**src/rtl/apb_modport.sv**
```systemverilog
// rtl/apb_modport.sv - request/response to APB master bridge (IDLE/SETUP/ACCESS)
// Optional unaligned-address error check: define APB_ALIGN_CHECK_EN.
module apb_modport (
    input  logic        clk,
    input  logic        rst,
    input  logic        req_valid,
    input  logic        req_write,
    input  logic [31:0] req_addr,
    input  logic [31:0] req_wdata,
    output logic        req_ready,
    output logic        rsp_valid,
    output logic [31:0] rsp_rdata,
    output logic        rsp_err,
    output logic [31:0] Pselx,
    output logic        Penable,
    output logic        Pwrite,
    output logic [31:0] Paddr,
    output logic [31:0] Pwdata,
    input  logic [31:0] Prdata
);

    typedef enum logic [1:0] {
        IDLE   = 2'd0,
        SETUP  = 2'd1,
        ACCESS = 2'd2
    } state_t;

    state_t state;
    logic   accept;
    logic   unaligned;
    logic   launch;

    assign accept = req_valid && req_ready;

`ifdef APB_ALIGN_CHECK_EN
    logic err_pend;
    logic err_q;
    assign unaligned = (req_addr[1:0] != 2'b00);
    assign rsp_err   = err_q;
`else
    assign unaligned = 1'b0;
    assign rsp_err   = 1'b0;
`endif

    assign launch = accept && !unaligned;

    always_ff @(posedge clk) begin
        if (rst) begin
            state     <= IDLE;
            req_ready <= 1'b1;
            rsp_valid <= 1'b0;
            rsp_rdata <= 32'd0;
            Pselx     <= 32'd0;
            Penable   <= 1'b0;
            Pwrite    <= 1'b0;
            Paddr     <= 32'd0;
            Pwdata    <= 32'd0;
`ifdef APB_ALIGN_CHECK_EN
            err_pend  <= 1'b0;
            err_q     <= 1'b0;
`endif
        end else begin
            rsp_valid <= 1'b0;
`ifdef APB_ALIGN_CHECK_EN
            err_q     <= 1'b0;
`endif
            case (state)
                IDLE: begin
                    if (launch) begin
                        state     <= SETUP;
                        req_ready <= 1'b0;
                    end
                end
                SETUP: begin
                    state     <= ACCESS;
                    Penable   <= 1'b1;
                    req_ready <= 1'b1;
                end
                ACCESS: begin
                    // Pwrite still belongs to the completing transfer at this edge
                    Penable   <= 1'b0;
                    rsp_valid <= 1'b1;
                    rsp_rdata <= Pwrite ? 32'd0 : Prdata;
                    if (launch) begin
                        state     <= SETUP;
                        req_ready <= 1'b0;
                    end else begin
                        state <= IDLE;
                        Pselx <= 32'd0;
                    end
                end
                default: begin
                    state     <= IDLE;
                    req_ready <= 1'b1;
                    Pselx     <= 32'd0;
                    Penable   <= 1'b0;
                end
            endcase

            if (launch) begin
                Paddr  <= req_addr;
                Pwrite <= req_write;
                Pwdata <= req_write ? req_wdata : 32'd0;
                Pselx  <= 32'd1 << req_addr[31:27];
            end

`ifdef APB_ALIGN_CHECK_EN
            // An error accepted in ACCESS collides with the completing response, so it is deferred a cycle
            if (err_pend) begin
                err_pend  <= 1'b0;
                req_ready <= 1'b1;
                rsp_valid <= 1'b1;
                err_q     <= 1'b1;
                rsp_rdata <= 32'd0;
            end else if (accept && unaligned) begin
                if (state == ACCESS) begin
                    err_pend  <= 1'b1;
                    req_ready <= 1'b0;
                end else begin
                    rsp_valid <= 1'b1;
                    err_q     <= 1'b1;
                    rsp_rdata <= 32'd0;
                end
            end
`endif
        end
    end

endmodule

```
**config.mk**
```make
export PLATFORM = sky130hd
export DESIGN_NAME = apb_modport
export DESIGN_NICKNAME = d
export VERILOG_FILES = /design/src/rtl/apb_modport.sv
export SDC_FILE = /design/constraint.sdc
export NUM_CORES = 1
export LEC_CHECK = 0
export ABC_AREA = 0
export CAP_MARGIN = 40
export CELL_PAD_IN_SITES_DETAIL_PLACEMENT = 0
export CELL_PAD_IN_SITES_GLOBAL_PLACEMENT = 1
export CORE_MARGIN = 4
export CORE_UTILIZATION = 31
export CTS_CLUSTER_DIAMETER = 120
export DETAILED_ROUTE_END_ITERATION = 10
export GPL_TIMING_DRIVEN = 0
export PLACE_DENSITY_LB_ADDON = 0.1
export SLEW_MARGIN = 20
export SYNTH_ARGS = -nofsm -noshare
export SYNTH_HDL_FRONTEND = slang
export SYNTH_SLANG_ARGS = --single-unit
```
**constraint.sdc**
```tcl
create_clock -name clk -period 1.8 [get_ports clk]
set_input_delay 0.18 -clock clk [delete_from_list [all_inputs] [get_ports clk]]
set_output_delay 0.18 -clock clk [all_outputs]
set_load 0.02 [all_outputs]
```
Word-level counts from Yosys, hierarchy flattened
Index checks and enable logic that the tools add are counted.
W data, S select, Z words.
{"block": "totals", "out_inout_bits": 133, "register_bits": 134}
{"block": "classes", "shifts": 1, "n_eq_ne": 4, "n_reduce_logical": 5, "bitwise_logic": 1, "muxes": 9}
{"cell": "$mux W32", "count": 4}
{"cell": "$shl A1 B5 Y32 const A", "count": 1}
{"cell": "$pmux W2 S3", "count": 1}
{"cell": "$reduce_or A2 Y1", "count": 3}
{"cell": "$eq A2 B1 Y1 const B", "count": 1}
{"cell": "$eq A2 B2 Y1 const B", "count": 1}
{"cell": "$logic_not A2 Y1", "count": 1}
{"cell": "$mux W1", "count": 2}
{"cell": "$mux W2", "count": 1}
{"cell": "$ne A2 B1 Y1 const B", "count": 1}
{"cell": "$ne A2 B2 Y1 const B", "count": 1}
{"cell": "$pmux W1 S2", "count": 1}
{"cell": "$logic_and A1 B1 Y1", "count": 1}
{"cell": "$not A1 Y1", "count": 1}

Logic depth before layout (Yosys ltp)
Gate-level depths: netlist of run 1.
{"block": "depth", "ltp_word": 4, "ltp_mapped": 6, "mapped_depth_nobuf": 3}

Worst setup path before layout of run 1
No wires, ideal clock.
{"block": "synth_path", "kind": "reg2reg", "startpoint": "register req_ready", "endpoint": "register Pwdata[22]", "synth_period_minus_slack_ns": 1.360, "path_slack_ns": 0.440, "t_arrival_ns": 1.289, "stages_incl_launch_ff": 7, "cell_sequence": "dfxtp_1 buf_2 and2_4 buf_4 buf_4 nand3_1 a21oi_1"}
{"block": "synth_via", "elab_chain_len": 1}
{"item": "start, declared", "line_no": "10", "text": "output logic req_ready,"}
{"item": "start signal, assigned", "line_no": "50", "text": "req_ready <= 1'b1;"}
{"item": "start signal, assigned", "line_no": "71", "text": "req_ready <= 1'b0;"}
{"item": "start signal, assigned", "line_no": "77", "text": "req_ready <= 1'b1;"}
{"item": "$logic_and A1 B1 Y1", "line_no": "33", "text": "assign accept = req_valid && req_ready;"}
{"item": "end signal, assigned", "line_no": "103", "text": "Pwdata <= req_write ? req_wdata : 32'd0;"}
{"item": "end, declared", "line_no": "18", "text": "output logic [31:0] Pwdata,"}
Every way passes these cells.
A chain may end at the register's enable or synchronous reset.

Worst setup path in the final report of run 1
{"block": "layout_path", "startpoint": "register Pwrite", "endpoint": "output port Pwrite"}
{"item": "start, declared", "line_no": "16", "text": "output logic Pwrite,"}
{"item": "start signal, assigned", "line_no": "102", "text": "Pwrite <= req_write;"}
No word-level cell between the ends.

==> impl_metrics.env, run 1 <==
export IMPL_grt_overflow=0
export IMPL_drive_gt1_share_pct=8.005
export IMPL_holdWs_ns=0.07317
export IMPL_routed_wl_mm=15.34
export IMPL_critical_path_max_fanout=10
export IMPL_synth_ff_type="dfxtp_1"
export IMPL_cts_buffer_depth=2
export IMPL_die_area_um2=17220
export IMPL_reg2reg_from="req_ready"
export IMPL_syn_area_um2=4707
export IMPL_r2r_cells=6
export IMPL_syn_inst=505
export IMPL_hpwl_mm=11.49
export IMPL_grt_max_degree=17
export IMPL_fmax_mhz=593.7
export IMPL_gp_congestion=0.7585
export IMPL_synth_seq_cells=134
export IMPL_cap_violations=0
export IMPL_p_comb_share_pct=12.4
export IMPL_status="finished, final reports clean"
export IMPL_tightestPinTransition_ns=0.5961
export IMPL_placed_area_um2=7189
export IMPL_cpMaxStageDelayCell="clkdlybuf4s50_1"
export IMPL_io_buffer_count=225
export IMPL_path_clk_slew_ns=0.05
export IMPL_avgSynthCellArea_um2=9.321
export IMPL_ys_types=29
export IMPL_final_period_utilization_pct=93.58
export IMPL_async_flop_share_pct=0
export IMPL_crit_arrival_ns=1.50
export IMPL_layout_nets=849
export IMPL_peakVddDrop_mv=0.6444
export IMPL_slew_headroom_pct=60.17
export IMPL_wl_per_cell_um=16.22
export IMPL_p_switching_mw=1.775
export IMPL_root_buffer="clkbuf_16"
export IMPL_syn_nets=605
export IMPL_htree_levels=4
export IMPL_crit_chain="clkdlybuf4s50_1"
export IMPL_cts_tree="done"
export IMPL_firstDrtPassIters=4
export IMPL_max_stage_delay_ns=0.66
export IMPL_area_delta_synth_final_pct=65.36
export IMPL_finalSetupTns_ns=0
export IMPL_cts_sinks=134
export IMPL_antenna_found_initial=0
export IMPL_start_util_pct=32.02
export IMPL_die_height_um=131.2
export IMPL_ios=233
export IMPL_critPathLaunchType="flop"
export IMPL_r2r_end="Pwdata[25]"
export IMPL_r2r_slack_ns=0.36
export IMPL_p_clk_share_pct=46.2
export IMPL_power_internal_mw=5.782
export IMPL_via_per_inst=4.740
export IMPL_path_class="reg -> out"
export IMPL_worstSetupEndpoint="Pwrite"
export IMPL_clock_skew_ns=0.004618
export IMPL_core_um2=14700
export IMPL_rows=44
export IMPL_endpoint_kind="output port"
export IMPL_drv_slew=0
export IMPL_required_ns=1.62
export IMPL_dr_total_vias=4484
export IMPL_drcViolationCount=0
export IMPL_synth_edf_count=0
export IMPL_yosysMostFrequentCell="dfxtp_1"
export IMPL_final_area_um2=7784
export IMPL_critPathLaunch="Pwrite"
export IMPL_synth_area_leader_cell="dfxtp_1"
export IMPL_yosys_top_cells_count="dfxtp_1, nand2_1, a21oi_1"
export IMPL_setup_slack_ns=0.1156
export IMPL_synth_area_top_cells="dfxtp_1, nand2_1, a21oi_1"
export IMPL_grt_usage_pct=17.42
export IMPL_grt_first_pass_wirelength_mm=24.30
export IMPL_power_density_nw_per_um2=970.8
export IMPL_netlist_area_leader_share_pct=56.99
export IMPL_ys_seq_area_share_pct=56.99
export IMPL_setup_violations=0
export IMPL_dp_slack_ns=0.03876
export IMPL_cts_made_buffers=17
export IMPL_ant_nets=0
export IMPL_cpLargestDelayFamily="buffers and inverters"
export IMPL_cp_num_cells=1
export IMPL_cellLeakagePower_nw=2.797
export IMPL_p_seq_share_pct=41.4
export IMPL_hold_class="in -> reg"
export IMPL_post_route_min_period_ns=1.684
export IMPL_hold_violations=0
export IMPL_yosysWarnings=0
export IMPL_switching_share_pct=23.49
export IMPL_die_w_um=131.2
export IMPL_antenna_cells=0
export IMPL_clk_latency_ns=0.41
export IMPL_drtIter0Drc=160
export IMPL_path_buf_inv=1
export IMPL_first_global_vias=4600
export IMPL_rsz0062_at_grt="false"
## layout by cell type, fill, tap and decap left out, types with 2 or more instances in the layout
master / instances
a21oi_1: 81
a22o_1: 32
buf_1: 3
buf_2: 15
buf_4: 11
bufinv_16: 3
clkbuf_1: 18
clkbuf_16: 17
clkbuf_8: 2
clkdlybuf4s50_1: 225
clkinv_2: 4
clkinvlp_4: 2
dfxtp_1: 133
nand2_1: 116
nand2b_1: 2
nand3_1: 33
nand3b_1: 18
nand4b_1: 3
nor2_1: 3
nor2b_1: 2
nor3_1: 5
nor3b_1: 5
o2bb2ai_1: 16
## per-layer routing
| layer | vias to the layer above | track usage, % | part of all wire, % |
|---|---|---|---|
| li1 | 2236 | - | - |
| met1 | 2076 | 19.88 | 41 |
| met2 | 155 | 28.92 | 48 |
| met3 | 17 | 8.104 | 9.5 |
| met4 | 0 | 6.009 | 1.7 |
| met5 | - | 0 | 0 |
## flip-flops by register name, summed over array words and instances, names as in the netlist
| signal | count |
|---|---|
| Paddr | 32 |
| Pselx | 32 |
| Pwdata | 32 |
| rsp_rdata | 32 |
| state | 2 |
| Penable | 1 |
| Pwrite | 1 |
| req_ready | 1 |
| rsp_valid | 1 |
## final cells by class
cell class	count	area, µm²
tap	184	230.2
sequential	134	2684
inverter	1	3.754
fill	1340	6915
clock inverter	9	125.1
multi-input combinational	326	1788
clock buffer	23	467.9
buffer	44	232.7
timing repair buffer	225	2252
## timing repair
item / 4_1_cts / 5_1_grt
resized for setup: 1 / 0
buffers inserted: 0 / 0
setup endpoints to repair: 1 / 0
hold buffers: 0 / 0
## worst min-delay path by stage
stage / to / depth (start not counted) / start
floorplan: req_ready / 1 / req_valid
global placement: Pwdata[26] / 2 / Pwdata[26]
detailed placement: Pwdata[2] / 2 / Pwdata[2]
CTS: Paddr[29] / 3 / req_addr[29]
global route: Paddr[29] / 3 / req_addr[29]
finish: Paddr[29] / 3 / req_addr[29]
## power groups by stage
stage	sequential (mW)	combinational (mW)	clock [mW]
2_1_floorplan	3.31	0.306	0
3_3_place_gp	3.19	0.934	0
3_5_place_dp	3.19	0.944	0
4_1_cts	3.13	0.948	3.56
5_1_grt	3.14	1.01	3.70
6_report	3.13	0.934	3.49
## cells by family (layout without fill, tap and decap cells)
logic type	Yosys count	in the layout	synth area share (%)
AND/OR/NAND/NOR	195	195	20.26
AO/OA/AOI/OAI	130	130	17.65
other	1	1	0.07967
flip-flops	134	134	56.99
buffers and inverters	45	302	5.024
## stage by stage
| step | util [%] | cells | total power [mW] |
|---|---|---|---|
| global route | 52.95 | 946 | 7.852 |
| global placement | 48.91 | 914 | 4.121 |
| CTS | 52.95 | 946 | 7.640 |
| detailed placement | 48.91 | 914 | 4.136 |
| floorplan | - | 505 | 3.614 |
| finish | 52.95 | 946 | 7.556 |
Power figures use the tool's default switching activity.
==> inputs of run 2 (changes only) <==
Settings changed: SETUP_SLACK_MARGIN set to 0.02.
==> results of run 2 <==
Same layout as run 1: the final DEF is identical, and so are final timing and power.
